$ cat config.mk
export PLATFORM = sky130hd
export DESIGN_NAME = encoder8_3
export DESIGN_NICKNAME = d
export VERILOG_FILES = /design/src/rtl/encoder8_3_pkg.sv /design/src/rtl/encoder8_3_core.sv /design/src/rtl/encoder8_3.sv
export SDC_FILE = /design/constraint.sdc
export NUM_CORES = 1
export LEC_CHECK = 0
export ABC_CLOCK_PERIOD_IN_PS = 2990
export BUFFER_PORTS_ARGS = -buffer_cell sky130_fd_sc_hd__buf_2
export CORE_AREA = 2 2 39 41
export DETAILED_ROUTE_END_ITERATION = 7
export DIE_AREA = 0 0 41 43
export RECOVER_POWER = 25
export SETUP_SLACK_MARGIN = 0.05
export SLEW_MARGIN = 20
export SYNTH_ARGS = -nofsm -noshare
export SYNTH_HDL_FRONTEND = slang
export SYNTH_SLANG_ARGS = --single-unit
$ cat constraint.sdc
create_clock -name vclk -period 2.99
set_clock_uncertainty 0.15 [all_clocks]
set_input_delay 0.299 -clock vclk [all_inputs]
set_output_delay 0.299 -clock vclk [all_outputs]
set_load 0.02 [all_outputs]
$ cat src/rtl/encoder8_3_pkg.sv
// Shared constants, output bundle type and empty-encoding helper for the 8-to-3 encoder.
// Used by encoder8_3_core and by encoder8_3 (with or without ENCODER8_3_REG_EN).
package encoder8_3_pkg;

  localparam int DATA_W = 8;
  localparam int IDX_W  = 3;

  localparam logic [IDX_W-1:0] IDX_MAX        = IDX_W'(DATA_W - 1);
  localparam logic [IDX_W-1:0] EMPTY_CODE_DEF = 3'd0;
  localparam logic [IDX_W-1:0] EMPTY_NEXT     = 3'd0;
  localparam logic             EMPTY_NEXT_OK  = 1'b1;

  typedef struct packed {
    logic [IDX_W-1:0] high;
    logic             any;
    logic [IDX_W-1:0] low;
    logic             full;
    logic [IDX_W-1:0] next;
    logic             nextOk;
  } enc_out_t;

  // An empty vector reports the configured code for both indices and slot 0 as free.
  function automatic enc_out_t emptyEncoding(input logic [IDX_W-1:0] code);
    enc_out_t e;
    e.high   = code;
    e.any    = 1'b0;
    e.low    = code;
    e.full   = 1'b0;
    e.next   = EMPTY_NEXT;
    e.nextOk = EMPTY_NEXT_OK;
    return e;
  endfunction

endpackage

$ cat src/rtl/encoder8_3_core.sv
// Combinational priority logic: highest/lowest set bit, any/full flags and the
// next free slot above the highest occupied one.
module encoder8_3_core
  import encoder8_3_pkg::*;
#(
  parameter logic [IDX_W-1:0] EMPTY_CODE = EMPTY_CODE_DEF
) (
  input  logic [DATA_W-1:0] i_data,
  output logic [IDX_W-1:0]  o_high,
  output logic              o_any,
  output logic [IDX_W-1:0]  o_low,
  output logic              o_full,
  output logic [IDX_W-1:0]  o_next,
  output logic              o_nextOk
);

  logic [IDX_W-1:0] w_high;
  logic [IDX_W-1:0] w_low;
  logic             w_any;
  enc_out_t         w_empty;

  assign w_any   = |i_data;
  assign w_empty = emptyEncoding(EMPTY_CODE);

  // Upward scan lets the topmost 1 win; downward scan lets the bottom 1 win.
  always_comb begin
    w_high = '0;
    w_low  = '0;
    for (int i = 0; i < DATA_W; i++) begin
      if (i_data[i]) w_high = IDX_W'(i);
    end
    for (int i = DATA_W - 1; i >= 0; i--) begin
      if (i_data[i]) w_low = IDX_W'(i);
    end
  end

  // The top slot saturates instead of wrapping back to slot 0.
  always_comb begin
    o_high   = w_empty.high;
    o_low    = w_empty.low;
    o_any    = 1'b0;
    o_full   = 1'b0;
    o_next   = w_empty.next;
    o_nextOk = w_empty.nextOk;
    if (w_any) begin
      o_high = w_high;
      o_low  = w_low;
      o_any  = 1'b1;
      o_full = &i_data;
      if (w_high == IDX_MAX) begin
        o_next   = IDX_MAX;
        o_nextOk = 1'b0;
      end else begin
        o_next   = w_high + 1'b1;
        o_nextOk = 1'b1;
      end
    end
  end

endmodule

$ cat src/rtl/encoder8_3.sv
// 8-to-3 priority encoder top. Define ENCODER8_3_REG_EN for a one-cycle registered
// output stage with synchronous reset; otherwise outputs are purely combinational.
module encoder8_3
  import encoder8_3_pkg::*;
#(
  parameter logic [IDX_W-1:0] EMPTY_CODE = EMPTY_CODE_DEF
) (
  input  logic              clk,
  input  logic              reset,
  input  logic [DATA_W-1:0] data,
  output logic [IDX_W-1:0]  O,
  output logic              V,
  output logic [IDX_W-1:0]  L,
  output logic              F,
  output logic [IDX_W-1:0]  N,
  output logic              NV
);

  logic [IDX_W-1:0] w_high;
  logic             w_any;
  logic [IDX_W-1:0] w_low;
  logic             w_full;
  logic [IDX_W-1:0] w_next;
  logic             w_nextOk;
  enc_out_t         w_enc;
  enc_out_t         w_out;

  encoder8_3_core #(
    .EMPTY_CODE(EMPTY_CODE)
  ) u_core (
    .i_data  (data),
    .o_high  (w_high),
    .o_any   (w_any),
    .o_low   (w_low),
    .o_full  (w_full),
    .o_next  (w_next),
    .o_nextOk(w_nextOk)
  );

  assign w_enc = '{high: w_high, any: w_any, low: w_low,
                   full: w_full, next: w_next, nextOk: w_nextOk};

`ifdef ENCODER8_3_REG_EN
  enc_out_t r_enc;

  // Reset wins over data on the same edge and loads the empty encoding.
  always_ff @(posedge clk) begin
    if (reset) begin
      r_enc <= emptyEncoding(EMPTY_CODE);
    end else begin
      r_enc <= w_enc;
    end
  end

  assign w_out = r_enc;
`else
  logic w_unused;

  assign w_unused = ^{clk, reset};
  assign w_out    = w_enc;
`endif

  assign O  = w_out.high;
  assign V  = w_out.any;
  assign L  = w_out.low;
  assign F  = w_out.full;
  assign N  = w_out.next;
  assign NV = w_out.nextOk;

endmodule

==> metrics <==
clkbuf count 0; number of maximum-capacitance violations 0; sequential cell count 0; Crit path buffers/inverters 3; post-detailed-route count of antenna-violating nets 0; CORE AREA about 1400 um^2; critical path's largest stage delay roughly 570 ps; Slew @ Worst Pin 605 ps; cell count after synthesis 35; power density over the cells 165 nW/um^2; total grt overflow 0; setup TNS after final layout 0 ps; total number of yosys warnings 0; CTS Hold Bufs 0; diode insertion count for antenna repair 0; CP Capture Type output pin; critical-path cell list buf_2, nor4_1, inv_2, a22o_1, buf_2; number of global-route vias before repair 313; global-route wire length before repair 1270 um; minimum period implied by the final worst setup slack 1980 ps; standard-cell row count 14; worst setup path class input pin to output pin; all-layer global routing usage 9.39%; relative contribution of combinational cells to total power 100.0%; post-route cell area 318 um^2; Slew headroom 59.3%; Hold Vio Cnt, Final 0; Net count, final 67; signal arrival time at the worst endpoint between 1500 and 2000 ps; die area ~1800 um^2; share of the yosys chip area belonging to registers 0%; biggest fanout along the worst timing path 6; layout overhead on the synthesized area 45.1%; IR drop worst, VDD around 0.048 mV; vias after detailed routing 332; initial cell density of the core between 10% and 20%; Die H 43 um; total standard cell area after synthesis 219 um^2; family with the most delay on the worst path simple AND/OR/NAND/NOR gates; worst-case setup slack after placement 1050 ps; Avg Inst Size Synth 6.26 um^2; I/O pin cnt 22; number of DRC violations after detailed-routing iteration 0 2; Post-Route WL slightly above 700 um; fraction of power spent switching nets 63.5%; wire length per cell 10.3 um; maximum number of pins on one net before global-route repair 9; number of antenna violations at the first check in global routing 0; Placed Instance Area 335 um^2; Final Max Slew Viols 0; Worst EP required between 2000 and 3000 ps; fillcell total about 170; post-route DRC violation count 0; result of the run finished clean; iteration count of the initial detailed-routing pass 2; routed via count divided by cell count about 4.7; hold path depth 3; net load switching power between 30 and 40 uW; share of final-layout standard cells stronger than drive strength 1 37.0%; proportion of power drawn by flip-flops and latches 0%; clock network fraction of total power 0%; x dimension of the die 41 um; Internal Pwr Total 19.2 uW; count of final setup violators 0; kind of launch point of the worst setup path input pin; area taken by multi-input logic gates 185 um^2; Max Clock Freq 505 MHz; most used cell, CP sky130_fd_sc_hd__buf_2; total stage count of the critical path 5; total leakage power between 0.0001 and 0.00015 uW; Yosys cell types 20; post-CTS resize count 0; setup repair bufs after CTS 0; Seq. cell area 0 um^2; Syn Nets 46; worst min path class input pin to output pin; setup repair after global routing missed its margin false; post-route worst setup slack 1010 ps; PortBufs 20; GP Congestion 0.740; final worst path period share roughly two thirds; cell with the largest stage delay on the worst path sky130_fd_sc_hd__nor4_1
[cells by family (layout without fill, tap and decap cells)]
group,Yosys count,in the layout,synth area share (%)
AO/OA/AOI/OAI,14,14,46.3
buffers and inverters,5,24,8.57
adder cells (fa/ha/maj),1,1,5.71
AND/OR/NAND/NOR,15,15,39.4
[power groups by stage]
stage | Sequential (uW) | Combinational [uW] | Clock [uW]
2_1_floorplan | 0 | 32.2 | 0
3_3_place_gp | 0 | 54.3 | 0
3_5_place_dp | 0 | 55.1 | 0
4_1_cts | 0 | 55.2 | 0
5_1_grt | 0 | 59.2 | 0
6_report | 0 | 52.5 | 0
[metal layers]
layer  global-route usage (%)  wire (um)  vias up
met5                        0          0        -
met4                    0.667          0        0
met3                     1.05         39        0
met2                     15.3        334       13
met1                     13.3        345      148
li1                         -          -      171
[cell usage in the layout (no fill, tap or decap)]
master,instances
sky130_fd_sc_hd__a21o_1,1
sky130_fd_sc_hd__and2b_2,1
sky130_fd_sc_hd__nor2_1,7
sky130_fd_sc_hd__o21bai_1,1
sky130_fd_sc_hd__nand4_1,2
sky130_fd_sc_hd__a22o_1,1
sky130_fd_sc_hd__inv_1,3
sky130_fd_sc_hd__o22a_1,1
sky130_fd_sc_hd__clkbuf_1,2
sky130_fd_sc_hd__o31ai_1,4
sky130_fd_sc_hd__a221oi_1,1
sky130_fd_sc_hd__buf_2,18
sky130_fd_sc_hd__o21ai_0,1
sky130_fd_sc_hd__nand2_1,3
sky130_fd_sc_hd__a21oi_1,2
sky130_fd_sc_hd__inv_2,1
sky130_fd_sc_hd__a21boi_0,1
sky130_fd_sc_hd__a211oi_1,1
sky130_fd_sc_hd__nor4_1,2
sky130_fd_sc_hd__ha_1,1
[final cells by class]
type	count	area share, %
Inverter	4	4.72
Multi-Input combinational cell	30	58.3
Tap cell	16	6.30
Timing Repair Buffer	20	30.7
[Yosys cell counts]
cell type	number	area [um^2]
sky130_fd_sc_hd__a22o_1	1	8.76
sky130_fd_sc_hd__inv_2	1	3.75
sky130_fd_sc_hd__o21bai_1	1	7.51
sky130_fd_sc_hd__clkbuf_1	1	3.75
sky130_fd_sc_hd__o21ai_0	1	5.00
sky130_fd_sc_hd__o31ai_1	4	30.0
sky130_fd_sc_hd__o22a_1	1	8.76
sky130_fd_sc_hd__inv_1	3	11.3
sky130_fd_sc_hd__nor4_4	1	21.3
sky130_fd_sc_hd__ha_1	1	12.5
sky130_fd_sc_hd__nor4_1	1	6.26
sky130_fd_sc_hd__a21oi_1	2	10.0
sky130_fd_sc_hd__nand4_1	2	12.5
sky130_fd_sc_hd__a21boi_0	1	7.51
sky130_fd_sc_hd__nand2_1	3	11.3
sky130_fd_sc_hd__a211oi_1	1	7.51
sky130_fd_sc_hd__and2b_2	1	8.76
sky130_fd_sc_hd__nor2_1	7	26.3
sky130_fd_sc_hd__a21o_1	1	7.51
sky130_fd_sc_hd__a221oi_1	1	8.76
[path summary, 6_finish.rpt]
| check | start | end | slack [ps] |
|---|---|---|---|
| setup / recovery | data[7] | N[1] | 1010 |
| hold / removal | data[0] | L[0] | 760 |
[per-stage QoR]
stage          hold slack (ps)  total power [uW]  utilization, %  std cells
2_1_floorplan              530              32.2               -         35
3_3_place_gp               753              54.3            24.2         70
3_5_place_dp               761              55.1            24.2         70
4_1_cts                    763              55.2            24.2         70
5_1_grt                    786              59.2            23.0         70
6_report                   760              52.5            23.0         70
(Power assumes the default switching activity.)
